$ cat src/rtl/axis_pkt_arbiter.sv
// Packet-level round-robin arbiter sharing one AXI-stream FIFO write port
// between NumSrc sources. A grant is held until the source's last beat, so
// packets never interleave. Packets longer than MaxPktBeats are cut at the
// limit toward the FIFO and the remainder is drained from the source.
// Optional build macro ARB_PKT_STATS_EN adds per-source packet counters (pktCount).
module axis_pkt_arbiter #(
  parameter int unsigned DataWidth   = 32,
  parameter int unsigned NumSrc      = 2,
  parameter int unsigned MaxPktBeats = 4096
) (
  input  logic                        clk,
  input  logic                        reset,
  input  logic                        arbEnable,
  input  logic [NumSrc*DataWidth-1:0] inData,
  input  logic [NumSrc-1:0]           inDataValid,
  output logic [NumSrc-1:0]           inDataReady,
  input  logic [NumSrc-1:0]           inDataLast,
  output logic [DataWidth-1:0]        outData,
  output logic                        outDataValid,
  input  logic                        outDataReady,
  output logic                        outDataLast,
  output logic [$clog2(NumSrc)-1:0]   grantIdx,
  output logic                        busy,
  output logic                        truncErr
`ifdef ARB_PKT_STATS_EN
  ,
  output logic [NumSrc*16-1:0]        pktCount
`endif
);

  localparam int unsigned IdxW = $clog2(NumSrc);
  localparam int unsigned CntW = $clog2(MaxPktBeats) + 1;
  localparam logic [CntW-1:0] LastBeat = CntW'(MaxPktBeats - 1);
  localparam logic [IdxW-1:0] TopIdx   = IdxW'(NumSrc - 1);

  typedef enum logic [1:0] {StIdle, StXfer, StDrain} arbStateT;

  arbStateT            stateQ, stateD;
  logic [IdxW-1:0]     rrPtrQ, rrPtrD;
  logic [IdxW-1:0]     grantQ, grantD;
  logic [CntW-1:0]     beatCntQ, beatCntD;
  logic                truncQ, truncD;

  logic [IdxW-1:0]     pick;
  logic                pickValid;
  logic [IdxW:0]       scanIdx;
  logic [DataWidth-1:0] selData;
  logic                selValid;
  logic                selLast;
  logic                atLimit;
  logic                xferAcc;
  logic                drainAcc;
  logic [IdxW-1:0]     nextPtr;

  assign selValid = inDataValid[grantQ];
  assign selLast  = inDataLast[grantQ];
  assign atLimit  = (beatCntQ == LastBeat);
  assign xferAcc  = (stateQ == StXfer) && selValid && outDataReady;
  assign drainAcc = (stateQ == StDrain) && selValid;
  assign nextPtr  = (grantQ == TopIdx) ? '0 : grantQ + IdxW'(1);

  // Pick the first valid source at or above rrPtr, wrapping at NumSrc-1.
  always_comb begin
    pick      = rrPtrQ;
    pickValid = 1'b0;
    scanIdx   = '0;
    for (int unsigned i = 0; i < NumSrc; i++) begin
      scanIdx = {1'b0, rrPtrQ} + (IdxW + 1)'(i);
      if (scanIdx >= (IdxW + 1)'(NumSrc)) begin
        scanIdx = scanIdx - (IdxW + 1)'(NumSrc);
      end
      if (!pickValid && inDataValid[scanIdx[IdxW-1:0]]) begin
        pick      = scanIdx[IdxW-1:0];
        pickValid = 1'b1;
      end
    end
  end

  // Data mux for the granted source.
  always_comb begin
    selData = '0;
    for (int unsigned i = 0; i < NumSrc; i++) begin
      if (grantQ == IdxW'(i)) begin
        selData = inData[i*DataWidth +: DataWidth];
      end
    end
  end

  // State register and arbitration bookkeeping.
  always_ff @(posedge clk or negedge reset) begin
    if (!reset) begin
      stateQ   <= StIdle;
      rrPtrQ   <= '0;
      grantQ   <= '0;
      beatCntQ <= '0;
      truncQ   <= 1'b0;
    end else begin
      stateQ   <= stateD;
      rrPtrQ   <= rrPtrD;
      grantQ   <= grantD;
      beatCntQ <= beatCntD;
      truncQ   <= truncD;
    end
  end

  // Next-state logic: grant, forward until last or limit, drain remainder.
  always_comb begin
    stateD   = stateQ;
    rrPtrD   = rrPtrQ;
    grantD   = grantQ;
    beatCntD = beatCntQ;
    truncD   = truncQ;
    unique case (stateQ)
      StIdle: begin
        if (arbEnable && pickValid) begin
          grantD   = pick;
          beatCntD = '0;
          stateD   = StXfer;
        end
      end
      StXfer: begin
        if (xferAcc) begin
          beatCntD = beatCntQ + CntW'(1);
          if (selLast) begin
            rrPtrD = nextPtr;
            stateD = StIdle;
          end else if (atLimit) begin
            truncD = 1'b1;
            rrPtrD = nextPtr;
            stateD = StDrain;
          end
        end
      end
      StDrain: begin
        if (drainAcc && selLast) begin
          stateD = StIdle;
        end
      end
      default: stateD = StIdle;
    endcase
  end

  // Output decode: only the granted source ever sees ready.
  always_comb begin
    inDataReady  = '0;
    outData      = '0;
    outDataValid = 1'b0;
    outDataLast  = 1'b0;
    unique case (stateQ)
      StXfer: begin
        outData             = selData;
        outDataValid        = selValid;
        outDataLast         = selLast | atLimit;
        inDataReady[grantQ] = outDataReady;
      end
      StDrain: begin
        inDataReady[grantQ] = 1'b1;
      end
      default: ;
    endcase
  end

  assign grantIdx = grantQ;
  assign busy     = (stateQ != StIdle);
  assign truncErr = truncQ;

`ifdef ARB_PKT_STATS_EN
  logic [15:0] pktCntQ [NumSrc];
  logic        pktDone;

  // A packet completes on the beat that carries outDataLast, truncated or not.
  assign pktDone = xferAcc && (selLast || atLimit);

  // Per-source packet counters, wrapping at 16 bits.
  always_ff @(posedge clk or negedge reset) begin
    if (!reset) begin
      for (int unsigned i = 0; i < NumSrc; i++) begin
        pktCntQ[i] <= '0;
      end
    end else if (pktDone) begin
      pktCntQ[grantQ] <= pktCntQ[grantQ] + 16'd1;
    end
  end

  // Flatten counters onto the output bus.
  always_comb begin
    pktCount = '0;
    for (int unsigned i = 0; i < NumSrc; i++) begin
      pktCount[i*16 +: 16] = pktCntQ[i];
    end
  end
`endif

endmodule

$ cat config.mk
export PLATFORM = sky130hd
export DESIGN_NAME = axis_pkt_arbiter
export DESIGN_NICKNAME = d
export VERILOG_FILES = /design/src/rtl/axis_pkt_arbiter.sv
export SDC_FILE = /design/constraint.sdc
export NUM_CORES = 1
export LEC_CHECK = 0
export ABC_CLOCK_PERIOD_IN_PS = 2200
export BUFFER_PORTS_ARGS = -buffer_cell sky130_fd_sc_hd__buf_2
export CAP_MARGIN = 20
export CORE_MARGIN = 1
export CORE_UTILIZATION = 36
export CTS_CLUSTER_SIZE = 40
export DETAILED_ROUTE_END_ITERATION = 8
export PLACE_DENSITY = 0.71
export SLEW_MARGIN = 30
export SYNTH_ARGS = -nofsm -noshare
export SYNTH_HDL_FRONTEND = slang
export SYNTH_SLANG_ARGS = --single-unit
$ cat constraint.sdc
create_clock -name clk -period 2.2 [get_ports clk]
set_input_delay 0.33 -clock clk [delete_from_list [all_inputs] [get_ports clk]]
set_output_delay 0.33 -clock clk [all_outputs]
set_load 0.01 [all_outputs]
==> results.md, run 1 <==
* Vias in the first global route at 1,655
* Top FF cell, synth: dfrtp_1
* Layout cells sized above 1 at 40.3%
* Fill cells at 406
* Top cells by area, synth: dfrtp_1 27%, mux2i_1 22%, nor2_1 8.4%
* Overall Power at 2.48 mW
* Synth top area share at 27.1%
* Clk Latency, worst-skew pair at 0.25 ns
* CTS buffer count at 3
* FP Rows at 24
* Seq/Total Area, Yosys at 27.1%
* Residual DRC at 0
* First-pass GRT wire length at 7.60 mm
* Failing checks: negative hold slack
* Final WS setup at 0.198 ns
* Die width at 69.9 um
* Bufs on Longest Clock Path at 2
* Pleak at 1.29 nW
* Hold Buf Count CTS at 0
* Mean post-synth cell area at 8.13 um^2
* Via density at 5.17
* Switch Pwr at 1.18 mW
* Worst slew margin at 66.8%
* Root Driver: clkbuf_8
* Crit path DAT at 1.67 ns
* VDD IR max at 0.442 mV
* Setup WS pre-CTS at 0.281 ns
* TNS Setup at 0 ns
* Area leader, netlist: dfrtp_1
* Initial drt markers at 78
* Fin nets at 391
* Sinks on Clock Net at 18
* MaxCap Viol Count at 0
* Internal at 1.30 mW
* Total gr overflow at 0
* Gpl congestion at 0.880
* Initial Util at 37.8%
* Yosys reg bits at 18
* Nature of the critical path startpoint: register
* Ys Warns at 0
* Status: complete, but fails checks
* CP Class: register to output port
* Multi-input gate area at 0.00111 mm^2
* Pin count of the biggest net entering global routing at 38
* Synthesis-to-finish area growth at 39.7%
* Post-route minimum period at 2.00 ns
* Initial antenna violation count at 0
* Synthesized Nets at 281
* Post-cts sizing count at 0
* Netlist cell types at 42
* DRT Pass-1 Iters at 4
* Routed vias at 1,886
* Max FO, Critical Path at 5
* GR Util met2 at 29.6%
* Synthesized instance count at 204
* Post-CTS Setup Bufs at 0
* Fmax achieved at 0.500 GHz
* DR WL/cell at 13.0 um
* Met1 GRT Util at 26.3%
* GRT Util Overall at 19.0%
* Clock power share at 9.7%
* Antenna viol nets, final at 0
* Ports at 111
* Sequential Area at 452 um^2
* Power share of the combinational group at 70.0%
* Worst-path clk slew at 0.07 ns
* HP Class: input port to asynchronous set/reset pin
* DP Wirelength at 3.79 mm
* EDFF count, synth at 0
* Worst setup EP type: output port
* Unrepaired setup endpoints after global routing: no
* Async set-reset flop share out of synthesis at 100%
* Die Y at 69.9 um
* Final period util at 91.0%
* Final setup viols at 0
* Share of power burned in registers at 20.3%
* Hold Fails Final Rpt at 2
* Synthesized area at 0.00166 mm^2
* # diodes at 0
* IO buf count at 110
* Die ar. at 0.00488 mm^2
* CTS tree: yes
* Pwr/cell area at 1070 mW/mm^2
* Clock skew at 0.00324 ns
* Final max-slew violation count at 0
* Sw Share at 47.7%
* Worst-Margin Slew at 0.484 ns
* Grt met3 use at 4.33%
* Placeable Area at 0.00438 mm^2
* Htree depth at 1
* Worst hold margin at -0.00334 ns
* Critical Path RT at 1.87 ns
* GRT busiest layer: met2
* Most frequent cells after synthesis: 37 x mux2i_1, 37 x nor2_1, 18 x dfrtp_1
* Total Wirelength at 4.76 mm
-- power groups by stage --
stage | registers, mW | clock network, mW | logic, mW
after floorplan | 0.478 | 0 | 1.20
after global placement | 0.504 | 0 | 1.73
after detailed placement | 0.507 | 0 | 1.74
after CTS | 0.501 | 0.253 | 1.75
after global routing | 0.515 | 0.266 | 1.91
final | 0.504 | 0.241 | 1.74
-- per-layer routing --
metal	part of all wire (%)	wire [um]
met5	0	0
met4	1.3	63
met3	4.8	230
met2	49	2330
met1	45	2140
-- per-stage QoR --
stage	instance area (um^2)	utilization [%]	hold slack, ns	cells
global placement	2270	51.8	0.294	361
floorplan	1660	-	0.0344	204
CTS	2320	52.9	0.0136	365
finish	2320	52.9	-0.00334	365
detailed placement	2270	51.8	0.295	361
global route	2320	52.9	0.0246	365
-- flip-flops by register name, summed over array words and instances, names as in the netlist --
register,count
grantIdx,1
rrPtrQ,1
beatCntQ,13
truncErr,1
stateQ,2
-- cell families (layout without fill, tap and decap cells) --
kind of cell               after synthesis  after routing  synth area share [%]
DFF                                     18             18                  27.1
muxes                                   39             39                  23.8
buffers and inverters                   23            132                  5.88
AOI/OAI and AO/OA                       35             35                  14.8
adders and majority gates                5              5                  3.77
and+or+nand+nor                         84             84                  24.6
-- critical path, stage by stage (launching register included) --
cell and delay [ns]:
dfrtp_1 0.43, nand4_1 0.32, nor4_4 0.40, o21a_1 0.15
buf_2 0.12
-- layout by cell type (no fill, tap or decap), drive strengths merged, types with 2 or more instances in the layout --
master,count
buf,117
mux2i,38
nor2,37
dfrtp,18
nand2,17
inv,11
o21ai,10
nand3,9
nand2b,5
ha,5
clkbuf,4
nor4,4
nand4,3
o21a,3
o22ai,3
o31ai,3
a21boi,3
a21o,2
a211o,2
nor3,2
a31oi,2
or4,2
-- worst paths after layout --
check | from | slack [ns] | cells after the start | to
worst min-delay path | reset | -0.003 | 1 | beatCntQ[11]
min in group clk | arbEnable | 0.33 | 2 | grantIdx
worst max register to register | stateQ[0] | 0.25 | 6 | beatCntQ[2]
worst min register to register | truncErr | 0.46 | 1 | truncErr
max in group asynchronous | reset | 1.88 | 1 | grantIdx
worst max-delay path | beatCntQ[4] | 0.20 | 4 | outDataLast
-- cell type report --
class / instances / area share, %
multi-input cells: 163 / 47.9
repair buffers: 117 / 26.0
flip-flops and latches: 18 / 19.5
well taps: 52 / 2.81
clock buffers: 4 / 1.94
inverters: 11 / 1.78
Power figures use the tool's default switching activity.
==> run 2, diff against run 1 <==
--- a/config.mk
+++ b/config.mk
@@ -12,6 +12,7 @@
 export CORE_UTILIZATION = 36
 export CTS_CLUSTER_SIZE = 40
 export DETAILED_ROUTE_END_ITERATION = 8
+export MAX_ROUTING_LAYER = met4
 export PLACE_DENSITY = 0.71
 export SLEW_MARGIN = 30
 export SYNTH_ARGS = -nofsm -noshare
==> run 2 against run 1 <==
The run still ends with negative hold slack left. Total power about the same. Global-route usage up 0.54 points. First-iteration DRC count unchanged. Flip-flop and latch count unchanged. Highest routed layer unchanged. Core utilization unchanged. Clock power about the same. Sequential share of layout area unchanged. Critical endpoint is now outDataValid.
==> results.md, run 2 (synthesized netlist as in run 1, its figures left out) <==
* Layout cells sized above 1 at 40.3% (unchanged)
* GRT Util Overall at 19.5% (+0.54 points)
* Residual DRC at 0 (unchanged)
* Synthesis-to-finish area growth at 39.7% (unchanged)
* Worst-Margin Slew at 0.484 ns (unchanged)
* Bufs on Longest Clock Path at 2 (unchanged)
* CP dominant cell by count: inv_1
* Placeable Area at 0.00438 mm^2 (unchanged)
* Pin count of the biggest net entering global routing at 38 (unchanged)
* Failing checks: negative hold slack
* Die ar. at 0.00488 mm^2 (unchanged)
* Final max-slew violation count at 0 (unchanged)
* Hold Fails Final Rpt at 2 (unchanged)
* Antenna viol nets, final at 0 (unchanged)
* Total gr overflow at 0 (unchanged)
* FP Rows at 24 (unchanged)
* CP max stage delay at 0.38 ns (-0.05 ns)
* Die Y at 69.9 um (unchanged)
* Htree depth at 1 (unchanged)
* Initial Util at 37.8% (unchanged)
* Largest regs: beatCntQ: 13 flops, stateQ: 2 flops
* Final Non-Filler Cells at 365 (unchanged)
* Worst hold margin at -0.00261 ns (+0.000729 ns)
* Max FFs per register at 13 (unchanged)
* Worst path slowest cell: dfrtp_1
* Pwr/cell area at 1070 mW/mm^2 (about the same)
* Ports at 111 (unchanged)
* HP Class: input port to asynchronous set/reset pin
* Critical Path RT at 1.87 ns (about the same)
* VDD IR max at 0.442 mV (about the same)
* First-pass GRT wire length at 7.61 mm (about the same)
* CP Class: register to output port
* TNS Setup at 0 ns (unchanged)
* Initial antenna violation count at 0 (unchanged)
* Pleak at 1.29 nW (unchanged)
* CTS buffer count at 3 (unchanged)
* Worst setup EP type: output port
* Largest register by flop count: beatCntQ
* Placed cell area at 0.00227 mm^2 (unchanged)
* Routed vias at 1,886 (unchanged)
* Setup WS pre-CTS at 0.281 ns (unchanged)
* Post-route minimum period at 2.00 ns (-0.00266 ns)
* Nature of the critical path startpoint: register
* Cells after DPL at 361 (unchanged)
* Post-cts sizing count at 0 (unchanged)
* IO buf count at 110 (unchanged)
* MaxCap Viol Count at 0 (unchanged)
* Final WS setup at 0.201 ns (+0.00266 ns)
* Worst slew margin at 66.8% (unchanged)
* Unrepaired setup endpoints after global routing: no
* Worst-path clk slew at 0.07 ns (about the same)
* WP buf/inv at 4 (+3)
* Fin nets at 391 (unchanged)
* Clock skew at 0.00260 ns (-0.000639 ns)
* Gpl congestion at 0.895 (+1.7%)
* Finished Core Util at 52.9% (unchanged)
* Total Wirelength at 4.76 mm (-0.10%)
* Initial drt markers at 78 (unchanged)
* Clk Latency, worst-skew pair at 0.26 ns (about the same)
* Final period util at 90.9% (-0.12 points)
* Root Driver: clkbuf_8
* # diodes at 0 (unchanged)
* DR WL/cell at 13.0 um (-0.10%)
* Die width at 69.9 um (unchanged)
* Post-CTS Setup Bufs at 0 (unchanged)
* Overall Power at 2.48 mW (about the same)
* Vias in the first global route at 1,654 (-0.060%)
* Max FO, Critical Path at 37 (+32)
* Hold Buf Count CTS at 0 (unchanged)
* Sinks on Clock Net at 18 (unchanged)
* Crit path DAT at 1.67 ns (about the same)
* Family with the most delay on the worst path: buffers and inverters
* Cell area after layout at 0.00232 mm^2 (unchanged)
* Via density at 5.17 (unchanged)
* Final setup viols at 0 (unchanged)
* DP Wirelength at 3.79 mm (unchanged)
* Most common cell after layout, fill and taps aside: buf_2
* Status: complete, but fails checks
* Fmax achieved at 0.500 GHz (+0.13%)
* DRT Pass-1 Iters at 4 (unchanged)
* CTS tree: yes
* Crit-path cells: inv_1 -> ha_1 -> inv_1 -> buf_4 -> nor2_1 -> buf_2
* Most frequent cells in the layout: 110 x buf_2, 37 x mux2i_1, 37 x nor2_1, 17 x nand2_1, 17 x dfrtp_1
==> run 2: layout make-up <==
cell class / instances / area (um^2)
clock buffers: 4 / 45.0
multi-input cells: 163 / 1110
repair buffers: 117 / 603
well taps: 52 / 65.1
flip-flops and latches: 18 / 452
fillers: 406 / 2070
inverters: 11 / 41.3
==> run 2: power breakdown <==
part           internal [mW]  switching, mW
Combinational          0.752          0.985
Clock                  0.129          0.115
Sequential             0.415         0.0873
==> run 2: final timing paths <==
check                      slack [ns]  startpoint           end  depth (start not counted)
max                              0.20   stateQ[1]  outDataValid                          6
min                            -0.003       reset  beatCntQ[11]                          1
max reg2reg                      0.25   stateQ[0]   beatCntQ[2]                          6
min reg2reg                      0.46    truncErr      truncErr                          1
max in group asynchronous        1.88       reset      grantIdx                          1
min in group clk                 0.33   arbEnable      grantIdx                          2
==> run 2: routing by layer <==
metal	global-route usage, %	vias to the layer above	wire length (um)
met3	4.33	6	239
met5	-	-	0
li1	-	943	-
met2	29.6	66	2330
met4	5.11	0	63
met1	26.3	871	2130
==> run 3, diff against run 2 <==
--- a/config.mk
+++ b/config.mk
@@ -6,14 +6,13 @@
 export NUM_CORES = 1
 export LEC_CHECK = 0
 export ABC_CLOCK_PERIOD_IN_PS = 2200
-export BUFFER_PORTS_ARGS = -buffer_cell sky130_fd_sc_hd__buf_2
 export CAP_MARGIN = 20
 export CORE_MARGIN = 1
-export CORE_UTILIZATION = 36
+export CORE_UTILIZATION = 34
 export CTS_CLUSTER_SIZE = 40
 export DETAILED_ROUTE_END_ITERATION = 8
+export DONT_BUFFER_PORTS = 1
 export MAX_ROUTING_LAYER = met4
-export PLACE_DENSITY = 0.71
 export SLEW_MARGIN = 30
 export SYNTH_ARGS = -nofsm -noshare
 export SYNTH_HDL_FRONTEND = slang
==> run 3 against run 2 <==
The run still ends with negative hold slack left. Hold slack got worse by 0.0066 ns. Clock skew up 0.0030 ns. Design area is 20% lower. Setup slack barely moved. Core utilization shrank 14 points. Global-route usage decreased by 3.5 points. Maximum frequency hardly changed. Flip-flop and latch count unchanged. Combinational power decreased by 14%. Critical path depth is the same. Largest cell class unchanged. Highest routed layer unchanged.
==> results.md, run 3 (synthesized netlist as in run 1, its figures left out) <==
* Family with the most delay on the worst path: buffers and inverters
* CP dominant cell by count: inv_1
* DR WL/cell at 15.1 um (+16%)
* Largest regs: beatCntQ: 13 flops, stateQ: 2 flops
* Max FFs per register at 13 (unchanged)
* Final setup viols at 0 (unchanged)
* Ports at 111 (unchanged)
* Cell area after layout at 0.00184 mm^2 (-20%)
* Placed cell area at 0.00178 mm^2 (-22%)
* Pwr/cell area at 1230 mW/mm^2 (+15%)
* Initial antenna violation count at 0 (unchanged)
* Hold Fails Final Rpt at 11 (+9)
* CP max stage delay at 0.38 ns (about the same)
* Fin nets at 286 (-27%)
* Fill cells at 490 (+21%)
* Most frequent cells in the layout: 37 x mux2i_1, 37 x nor2_1, 17 x nand2_1, 17 x dfrtp_1, 11 x inv_1
* DRT Pass-1 Iters at 5 (+1)
* Htree depth at 1 (unchanged)
* Die Y at 71.9 um (+2.8%)
* # diodes at 0 (unchanged)
* Placeable Area at 0.00472 mm^2 (+7.7%)
* GRT Util Overall at 16.0% (-3.5 points)
* Total Wirelength at 4.16 mm (-13%)
* Worst hold margin at -0.00920 ns (-0.00659 ns)
* Total gr overflow at 0 (unchanged)
* Max FO, Critical Path at 35 (-5.4%)
* Worst setup EP type: output port
* Routed vias at 1,493 (-21%)
* Nature of the critical path startpoint: register
* Unrepaired setup endpoints after global routing: no
* Die ar. at 0.00516 mm^2 (+5.7%)
* Synthesis-to-finish area growth at 11.1%
* Worst path slowest cell: dfrtp_1
* Layout cells sized above 1 at 10.6% (-30 points)
* Crit path DAT at 1.67 ns (about the same)
* Failing checks: negative hold slack
* FP Rows at 25 (+4.2%)
* Sinks on Clock Net at 18 (unchanged)
* Finished Core Util at 39.0% (-14 points)
* IO buf count at 0 (-100%)
* Largest register by flop count: beatCntQ
* Final max-slew violation count at 0 (unchanged)
* Initial drt markers at 110 (+41%)
* Via density at 5.43 (+5.1%)
* Worst-Margin Slew at 0.483 ns (-0.000727 ns)
* Crit-path cells: inv_1 -> ha_1 -> inv_1 -> buf_12 -> nor2_1 -> buf_4
* Cells after DPL at 270 (-25%)
* VDD IR max at 0.584 mV (+32%)
* Die width at 71.9 um (+2.8%)
* HP Class: input port to asynchronous set/reset pin
* Pin count of the biggest net entering global routing at 36 (-5.3%)
* TNS Setup at 0 ns (unchanged)
* Clk Latency, worst-skew pair at 0.26 ns (about the same)
* Antenna viol nets, final at 0 (unchanged)
* Bufs on Longest Clock Path at 2 (unchanged)
* Post-route minimum period at 2.00 ns (-0.000341 ns)
* Vias in the first global route at 1,252 (-24%)
* Hold Buf Count CTS at 1 (+1)
* Worst slew margin at 66.9% (about the same)
* First-pass GRT wire length at 6.14 mm (-19%)
* CP Class: register to output port
* Clock skew at 0.00557 ns (+0.00297 ns)
* DP Wirelength at 3.35 mm (-12%)
* Final period util at 90.8% (about the same)
* Root Driver: clkbuf_8
* WP buf/inv at 4 (unchanged)
* CTS tree: yes
* Post-cts sizing count at 0 (unchanged)
* Critical Path RT at 1.87 ns (about the same)
* Residual DRC at 0 (unchanged)
* MaxCap Viol Count at 0 (unchanged)
* Fmax achieved at 0.500 GHz (about the same)
* CTS buffer count at 3 (unchanged)
* Post-CTS Setup Bufs at 0 (unchanged)
* Initial Util at 35.1% (-2.7 points)
* Status: complete, but fails checks
* Worst-path clk slew at 0.07 ns (about the same)
* Overall Power at 2.27 mW (-8.8%)
* Final Non-Filler Cells at 275 (-25%)
* Gpl congestion at 0.806 (-9.9%)
* Pleak at 0.861 nW (-33%)
run 3: metrics by stage:
stage,hold WS [ns],setup WS (ns)
after floorplan,0.0344,0.456
after global placement,0.0350,0.319
after detailed placement,0.0349,0.263
after CTS,0.196,0.206
after global routing,0.0198,0.0233
final,-0.00920,0.201
run 3: where the power goes:
part	internal (mW)	switching, mW	total, mW
Clock	0.159	0.117	0.276
Sequential	0.415	0.0839	0.499
Combinational	0.576	0.915	1.49
run 3: final timing paths:
kind | end | cells past startpoint | startpoint | slack [ns]
hold reg to reg | rrPtrQ | 1 | rrPtrQ | 0.51
setup reg to reg | beatCntQ[7] | 6 | stateQ[1] | 0.23
hold / removal | beatCntQ[7] | 1 | reset | -0.009
setup / recovery | outData[18] | 6 | stateQ[1] | 0.20
min in group clk | grantIdx | 1 | inDataValid[0] | 0.19
max in group asynchronous | grantIdx | 1 | reset | 1.89
run 3: worst register-to-register path: stages, from the launching register on:
cell and delay (ns):
dfrtp_1 0.38, inv_1 0.11, ha_1 0.28, nand2_1 0.17
a2bb2oi_2 0.26, or4_1 0.52, a21boi_1 0.16
run 3: per-layer routing:
layer	vias up	track usage (%)	part of all wire (%)
met4	0	5.88	1.5
met1	690	23.4	48
met5	-	-	0
met2	59	22.2	44
li1	739	-	-
met3	5	2.11	5.9
run 3: layout make-up:
class | instances | area (um^2) | area share (%)
Multi-Input combinational cell | 163 | 1110 | 60.3
Inverter | 11 | 41.3 | 2.24
Clock buffer | 4 | 55.1 | 2.99
Sequential cell | 18 | 452 | 24.5
Timing Repair Buffer | 12 | 100 | 5.43
Tap cell | 67 | 83.8 | 4.55
